### src/rtl/write_buffer_pkg.sv
// Shared LC-3b memory types and the write-buffer drain state encoding.
package lc3b_types;

  typedef logic [15:0]  lc3b_word;
  typedef logic [127:0] lc3b_pmem_line;
  typedef logic [11:0]  lc3b_line_addr;

  typedef enum logic {
    WB_IDLE  = 1'b0,
    WB_WRITE = 1'b1
  } wb_state_e;

endpackage

### src/rtl/write_buffer_array.sv
// Victim-line storage: entries, valid bits, line-address match for lookup and
// coalescing, with the newest matching entry taking priority.
module write_buffer_array
  import lc3b_types::*;
#(
  parameter int DEPTH = 2,
  localparam int AW = $clog2(DEPTH)
) (
  input  logic          clk,
  input  logic          reset,
  input  logic          wr_en,
  input  logic          wr_alloc,
  input  logic [AW-1:0] wr_idx,
  input  lc3b_line_addr wr_line,
  input  lc3b_pmem_line wr_data,
  input  logic          pop_en,
  input  logic [AW-1:0] head_idx,
  input  logic          head_busy,
  input  lc3b_line_addr probe_line,
  output logic          coal_hit,
  output logic [AW-1:0] coal_idx,
  input  lc3b_line_addr lookup_line,
  output logic          lookup_hit,
  output lc3b_pmem_line lookup_data,
  output lc3b_line_addr head_line,
  output lc3b_pmem_line head_data
);

  lc3b_line_addr    line_q [DEPTH];
  lc3b_pmem_line    data_q [DEPTH];
  logic [DEPTH-1:0] valid_q;
  logic [AW-1:0]    scan_idx;

  always_ff @(posedge clk) begin
    if (reset) begin
      valid_q <= '0;
    end else begin
      if (pop_en)
        valid_q[head_idx] <= 1'b0;
      if (wr_en && wr_alloc)
        valid_q[wr_idx] <= 1'b1;
    end
  end

  always_ff @(posedge clk) begin
    if (wr_en) begin
      line_q[wr_idx] <= wr_line;
      data_q[wr_idx] <= wr_data;
    end
  end

  // Scan oldest to newest from the head so a later match overrides an earlier one.
  always_comb begin
    lookup_hit  = 1'b0;
    lookup_data = '0;
    coal_hit    = 1'b0;
    coal_idx    = '0;
    scan_idx    = '0;
    for (int i = 0; i < DEPTH; i++) begin
      scan_idx = head_idx + AW'(i);
      if (valid_q[scan_idx] && line_q[scan_idx] == lookup_line) begin
        lookup_hit  = 1'b1;
        lookup_data = data_q[scan_idx];
      end
      // The head being written to pmem must stay stable, so it cannot absorb a push.
      if (valid_q[scan_idx] && line_q[scan_idx] == probe_line &&
          !(head_busy && scan_idx == head_idx)) begin
        coal_hit = 1'b1;
        coal_idx = scan_idx;
      end
    end
  end

  assign head_line = line_q[head_idx];
  assign head_data = data_q[head_idx];

endmodule

### src/rtl/write_buffer.sv
// Write-back victim buffer: circular FIFO of dirty lines drained one at a time to pmem.
//   state    | meaning
//   WB_IDLE  | no pmem write outstanding; start one when entries exist and not inhibited
//   WB_WRITE | pmem_write held on head entry until pmem_resp pops it
module write_buffer
  import lc3b_types::*;
#(
  parameter int DEPTH = 2
) (
  input  logic          clk,
  input  logic          reset,
  input  logic          wb_req,
  input  logic [15:0]   wb_addr,
  input  logic [127:0]  wb_data,
  output logic          wb_ready,
  output logic          wb_empty,
  input  logic [15:0]   lookup_addr,
  output logic          lookup_hit,
  output logic [127:0]  lookup_data,
  input  logic          drain_inhibit,
  output logic [15:0]   pmem_address,
  output logic [127:0]  pmem_wdata,
  output logic          pmem_write,
  input  logic          pmem_resp
);

  localparam int AW = $clog2(DEPTH);
  localparam int CW = $clog2(DEPTH + 1);

  wb_state_e     state_q, state_d;
  logic [AW-1:0] head_q, tail_q;
  logic [CW-1:0] count_q;

  logic          coal_hit;
  logic [AW-1:0] coal_idx;
  logic          push, coalesce, pop;
  lc3b_line_addr head_line;
  logic          unused_addr_bits;

  assign unused_addr_bits = ^{wb_addr[3:0], lookup_addr[3:0]};

  assign wb_ready = (count_q < CW'(DEPTH));
  assign wb_empty = (count_q == '0) && (state_q == WB_IDLE);
  assign coalesce = wb_req && coal_hit;
  assign push     = wb_req && !coal_hit && wb_ready;
  assign pop      = (state_q == WB_WRITE) && pmem_resp;

  always_comb begin
    state_d    = state_q;
    pmem_write = 1'b0;
    case (state_q)
      WB_IDLE: begin
        if (count_q != '0 && !drain_inhibit)
          state_d = WB_WRITE;
      end
      WB_WRITE: begin
        pmem_write = 1'b1;
        if (pmem_resp)
          state_d = WB_IDLE;
      end
      default: state_d = WB_IDLE;
    endcase
  end

  always_ff @(posedge clk) begin
    if (reset) begin
      state_q <= WB_IDLE;
      head_q  <= '0;
      tail_q  <= '0;
      count_q <= '0;
    end else begin
      state_q <= state_d;
      if (push)
        tail_q <= tail_q + 1'b1;
      if (pop)
        head_q <= head_q + 1'b1;
      case ({push, pop})
        2'b10:   count_q <= count_q + 1'b1;
        2'b01:   count_q <= count_q - 1'b1;
        default: count_q <= count_q;
      endcase
    end
  end

  write_buffer_array #(.DEPTH(DEPTH)) u_array (
    .clk         (clk),
    .reset       (reset),
    .wr_en       (push || coalesce),
    .wr_alloc    (push),
    .wr_idx      (coal_hit ? coal_idx : tail_q),
    .wr_line     (wb_addr[15:4]),
    .wr_data     (wb_data),
    .pop_en      (pop),
    .head_idx    (head_q),
    .head_busy   (state_q == WB_WRITE),
    .probe_line  (wb_addr[15:4]),
    .coal_hit    (coal_hit),
    .coal_idx    (coal_idx),
    .lookup_line (lookup_addr[15:4]),
    .lookup_hit  (lookup_hit),
    .lookup_data (lookup_data),
    .head_line   (head_line),
    .head_data   (pmem_wdata)
  );

  assign pmem_address = {head_line, 4'h0};

endmodule

### config.mk
export PLATFORM = sky130hd
export DESIGN_NAME = write_buffer
export DESIGN_NICKNAME = d
export VERILOG_FILES = /design/src/rtl/write_buffer_pkg.sv /design/src/rtl/write_buffer_array.sv /design/src/rtl/write_buffer.sv
export SDC_FILE = /design/constraint.sdc
export NUM_CORES = 1
export LEC_CHECK = 0
export BUFFER_PORTS_ARGS = -buffer_cell sky130_fd_sc_hd__clkbuf_2
export CAP_MARGIN = 15
export CORE_AREA = 2 2 224 138
export CTS_CLUSTER_DIAMETER = 200
export DETAILED_ROUTE_END_ITERATION = 6
export DIE_AREA = 0 0 226 140
export PLACE_DENSITY = 0.79
export SYNTH_ARGS = -nofsm -noshare
export SYNTH_HDL_FRONTEND = slang
export SYNTH_HIERARCHICAL = 1
export SYNTH_SLANG_ARGS = --single-unit
### constraint.sdc
create_clock -name clk -period 10.6 [get_ports clk]
set_clock_uncertainty 0.2 [all_clocks]
set_input_delay 1.06 -clock clk [delete_from_list [all_inputs] [get_ports clk]]
set_output_delay 1.06 -clock clk [all_outputs]
set_load 0.005 [all_outputs]
==> flow_summary.ini, run 1 <==
[final_layout]
synthToLayoutAreaGrowth_pct = 19.7
mostFrequentLayoutCell = clkbuf_2
drive_above_1_share_pct = 36.4
multi_input_area_um2 = 6310
fin_nets = 1882
mostFrequentLayoutCells = clkbuf_2 (428), edfxtp_1 (280), nand3_1 (258)
seq_area_um2 = 8550
final.fill_count = 2241
final_area_um2 = 18600

[run]
max-cap-violations = 0

[yosys]
synthFlopType = edfxtp_1
async_flop_share_pct = 0
syn_area_um2 = 15500
syn_inst = 1379
synth_edf_count = 280
synth_cell_types = 42
synth-seq-cells = 287
ys_seq_area_share_pct = 55.1
syn_avg_cell_area_um2 = 11.3
ys_warn_count = 6

[clock_tree]
cts_root_buf = clkbuf_16
cts_setup_buffers = 0
htreeDepth = 1
postCtsHoldBufs = 0
cts_buffer_depth = 3
cts-buffers-inserted = 29
cts_tree = built
cts_resized = 0
clkTransAtPathRegs_ns = 0.06
cts.sinks = 287
insertion_delay_ns = 0.56

[die]
dieArea_um2 = 31600
dieWidth_um = 226
core_area_um2 = 29500
rows = 49
start_util_pct = 52.6
io_pins = 441
die_h_um = 140

[drt]
ant_nets = 0
drtIter0Drc = 1234
vias = 13400
firstDrtPassIters = 5
wl_per_cell_um = 21.1
drc = 0
drt-total-wl_mm = 45.3
via_per_inst = 6.25

[sta]
max_freq_mhz = 139
fin_crit_sh_pct = 67.7
setup_viol = 0
worst_slew_pin_slew_ns = 1.20
max_slew_margin_pct = 19.7
fin_tns_setup_ns = 0
hold_viol = 0
hold_ws_ns = 0.330
drv_slew = 0
period_needed_ns = 7.18
rsz0062_at_grt = no

[setup_path]
crit_top_cell = buf_4
critPathLaunchType = flop
cp_slowest_cell = inv_1
critPathMaxStageDelay_ns = 0.88
end_kind = output pin
arrival_ns = 5.92
path_class = reg -> out
cp_max_fo = 182
required_ns = 9.34
cp_cell_sequence = buf_4 -> inv_1 -> o211ai_1 -> a2111o_1 -> buf_4 -> or4_4 -> buf_12 -> nand3_1 -> a32oi_1 -> clkbuf_2

[placed_design]
io_buffers = 428
hpwlAfterDp_mm = 29.4
dpl_cell_area_um2 = 17700
gp_congestion = 0.899

[power_and_ir_drop]
peakVddDrop_mv = 0.136
pwr_density_cell_nw_per_um2 = 158
leakage_nw = 6.49

[worst_hold_path]
hp-class = reg -> reg

[global_route]
grt_pass1_vias = 12600
grt_max_degree = 183
grt_pass1_wl_mm = 67.7
grt.total_usage_pct = 27.1
grt_overflow = 0
antenna_found_initial = 5

[status]
outcome = finished, final reports clean
## worst max-delay path, delay by kind of cell, from the launching register on
family / cells / cell delay (ns)
DFF: 1 / 0.45
AOI/OAI and AO/OA: 3 / 0.81
and+or+nand+nor: 2 / 0.92
buffers and inverters: 5 / 2.83
## power breakdown
group / total (mW) / internal, mW / switching, mW
Clock: 0.932 / 0.502 / 0.430
Sequential: 1.46 / 1.39 / 0.0722
Combinational: 0.543 / 0.230 / 0.313
## logic make-up after synthesis
logic type | after synthesis | synth area share [%]
AND/OR/NAND/NOR | 425 | 13.0
other | 1 | 0.0242
AO/OA/AOI/OAI | 301 | 13.5
XOR/XNOR | 50 | 2.87
multiplexers | 152 | 11.1
adder cells (fa/ha/maj) | 1 | 0.0806
flip-flops | 287 | 55.1
buffers and inverters | 162 | 4.48
## path summary, 6_finish.rpt
check                       from                         endpoint  slack [ns]  cells past startpoint
max          head_q$_SDFFE_PP0P_                  lookup_data[58]        3.42                     10
max reg2reg  head_q$_SDFFE_PP0P_  u_array/data_q[1][54]$_DFFE_PP_        5.21                     10
min          tail_q$_SDFFE_PP0P_              tail_q$_SDFFE_PP0P_        0.33                      2
min reg2reg  tail_q$_SDFFE_PP0P_              tail_q$_SDFFE_PP0P_        0.33                      2
## synth_stat cells (all sizes together) (4+ instances only)
cell / n / area share [%]
a31oi: 54 / 2.2
o211ai: 4 / 0.19
mux2: 129 / 9.4
nand3: 258 / 8.3
xor2: 17 / 1.0
nand4: 5 / 0.20
o41ai: 27 / 1.5
a21oi: 105 / 3.4
edfxtp: 280 / 54
buf: 72 / 2.3
xnor2: 33 / 1.9
mux2i: 23 / 1.7
inv: 17 / 0.41
a32oi: 102 / 5.8
nor4: 6 / 0.44
nand2: 135 / 3.3
dfxtp: 7 / 0.90
nor3: 4 / 0.13
nor2: 7 / 0.17
clkbuf: 73 / 1.8
o21ai: 4 / 0.13
## per-layer routing
metal / global-route usage (%) / wire length (um)
met1: 34.4 / 17400
met4: 10.5 / 1830
met5: 0 / 41
met3: 8.24 / 4830
met2: 43.9 / 21200
## layout make-up
type | instances | area share, %
Inverter | 17 | 0.343
Sequential cell | 287 | 46.0
Multi-Input combinational cell | 933 | 34.0
Timing Repair Buffer | 448 | 12.4
Clock buffer | 37 | 4.07
Tap cell | 408 | 2.75
Clock inverter | 16 | 0.438
Antenna cell | 2 | 0.0269
## flip-flops by register name, summed over array words and instances, names as in the netlist
name and count:
count_q 2, head_q 1, state_q 1, tail_q 1
u_array/data_q 256, u_array/line_q 24, u_array/valid_q 2
## metrics by stage
stage	worst slack [ns]	std cells	power (mW)	utilization, %
final	3.42	2148	2.93	63.0
after global routing	3.16	2148	3.05	63.0
after CTS	3.57	2146	2.94	63.0
after detailed placement	4.19	2093	2.02	60.2
after global placement	4.36	2093	1.99	60.2
after floorplan	1.26	1382	1.78	-
Power figures use the tool's default switching activity.
==> run 2, diff against run 1 <==
CORE_AREA = 2 2 236 145   (was 2 2 224 138)
DIE_AREA = 0 0 238 147   (was 0 0 226 140)
PLACE_DENSITY = 0.75   (was 0.79)
clock period = 6.18 ns   (was 10.6 ns; I/O delays follow)
==> run 2 against run 1 <==
Against the previous run:
- sequential cell count did not move
- highest routed layer unchanged
- worst hold slack worse by 0.28 ns
- critical endpoint is now lookup_data[39]
- combinational power up 74%
- largest cell class unchanged
==> flow_summary.ini, run 2 (synthesis results as in run 1) <==
[clock_tree]
cts_buffer_depth = 3
postCtsHoldBufs = 0
htreeDepth = 1
cts_root_buf = clkbuf_16
cts_resized = 0
cts-buffers-inserted = 29
clkTransAtPathRegs_ns = 0.07
insertion_delay_ns = 0.55
cts.sinks = 287
cts_tree = built
cts_setup_buffers = 0

[setup_path]
reg2reg_slack_ns = 1.39
worstSetupStartpoint = head_q$_SDFFE_PP0P_
cp_num_buf_inv = 4
end_kind = output pin
critPathLaunchType = flop
r2r_end = u_array/data_q[1][63]$_DFFE_PP_
r2r_cells = 10
cp_slowest_cell = dfxtp_4
path_class = reg -> out
cp_top_family = buffers and inverters
cp_cell_sequence = buf_4 -> mux2i_1 -> xor2_1 -> nand3_2 -> buf_4 -> nor4_4 -> buf_12 -> a21oi_1 -> a32oi_1 -> clkbuf_2
arrival_ns = 4.94
cp-endpoint = lookup_data[39]
cp_max_fo = 177
required_ns = 5.36
crit_top_cell = buf_4
r2r-start = head_q$_SDFFE_PP0P_
critPathMaxStageDelay_ns = 0.65
cp.depth = 10

[global_route]
met2_usage_pct = 41.2
antenna_found_initial = 4
grt_pass1_wl_mm = 68.8
grt_max_degree = 178
grt_pass1_vias = 12600
met1_usage_pct = 30.8
grt_overflow = 0
use_met3_pct = 7.46
grt.busiest_layer = met2
grt.total_usage_pct = 24.7

[die]
dieWidth_um = 238
io_pins = 441
core_area_um2 = 33100
rows = 52
dieArea_um2 = 35000
die_h_um = 147
start_util_pct = 47.0

[placed_design]
dpl_cell_area_um2 = 17900
gp_congestion = 0.889
hpwlAfterDp_mm = 29.6
io_buffers = 428

[final_layout]
mostFrequentLayoutCell = clkbuf_2
synthToLayoutAreaGrowth_pct = 21.1
drive_above_1_share_pct = 36.9
largest_reg_flops = 256
reg.largest.list = u_array/data_q: 256 flops, u_array/line_q: 24 flops
fin_util_pct = 56.9
largest-register = u_array/data_q
final.fill_count = 2708
mostFrequentLayoutCells = clkbuf_2 (428), edfxtp_1 (280), nand3_1 (257)
fin_nets = 1887
final_area_um2 = 18800

[sta]
fin_crit_sh_pct = 93.2
setup_viol = 0
rsz0062_at_grt = no
hold_viol = 0
fin_tns_setup_ns = 0
hold_ws_ns = 0.0452
drv_slew = 0
worst_slew_pin_slew_ns = 1.01
max_slew_margin_pct = 32.9
period_needed_ns = 5.76
max_freq_mhz = 174

[power_and_ir_drop]
pwr_density_cell_nw_per_um2 = 272
p_total_mw = 5.10
peakVddDrop_mv = 0.219
leakage_nw = 6.57

[drt]
firstDrtPassIters = 5
drt-total-wl_mm = 45.6
wl_per_cell_um = 20.9
drtIter0Drc = 1372
ant_nets = 0
drc = 0
via_per_inst = 6.12
vias = 13300

[status]
outcome = finished, final reports clean

[run]
max-cap-violations = 0

[worst_hold_path]
hp-class = in -> reg
-- run 2: area by class of cell --
class                   instances  area (um2)  area share (%)
flip-flops and latches        287        8550            45.5
multi-input cells             933        6320            33.6
repair buffers                453        2440            13.0
clock buffers                  38         810            4.31
well taps                     432         541            2.88
clock inverters                13        70.1           0.373
inverters                      17        63.8           0.339
diodes                          2        5.00          0.0266
-- run 2: worst reg2reg max path, stage by stage (launching register included) --
cell	delay (ns)
dfxtp_4	0.65
buf_4	0.53
mux2i_1	0.59
xnor2_1	0.13
nor4_1	0.39
nand4_1	0.19
or3b_2	0.46
o21ai_0	0.08
mux2_2	0.23
and2_4	0.46
buf_12	0.45
-- run 2: stage by stage --
| step | worst slack, ns | instances |
|---|---|---|
| 6_report | 0.423 | 2175 |
| 5_1_grt | 0.183 | 2173 |
| 4_1_cts | 0.194 | 2173 |
| 3_5_place_dp | 0.847 | 2122 |
| 3_3_place_gp | 1.07 | 2122 |
| 2_1_floorplan | 1.17 | 1382 |
-- run 2: layer usage --
layer  vias up  wire [um]
met5         -         28
met4         4       1510
met3        96       4520
met2       612      21900
met1      6522      17600
li1       6069          -
-- run 2: power by group --
group,internal (mW),switching (mW),total [mW]
Clock,0.916,0.744,1.66
Sequential,2.37,0.126,2.50
Combinational,0.405,0.539,0.944
Total,3.70,1.41,5.10
-- run 2: worst min path at each step --
stage | startpoint | to | depth (start not counted)
2_1_floorplan | u_array/valid_q[0]$_SDFF_PP0_ | u_array/valid_q[0]$_SDFF_PP0_ | 2
3_3_place_gp | tail_q$_SDFFE_PP0P_ | tail_q$_SDFFE_PP0P_ | 2
3_5_place_dp | u_array/valid_q[0]$_SDFF_PP0_ | u_array/valid_q[0]$_SDFF_PP0_ | 2
4_1_cts | wb_data[50] | u_array/data_q[1][50]$_DFFE_PP_ | 1
5_1_grt | wb_data[72] | u_array/data_q[1][72]$_DFFE_PP_ | 1
6_report | wb_data[36] | u_array/data_q[0][36]$_DFFE_PP_ | 1
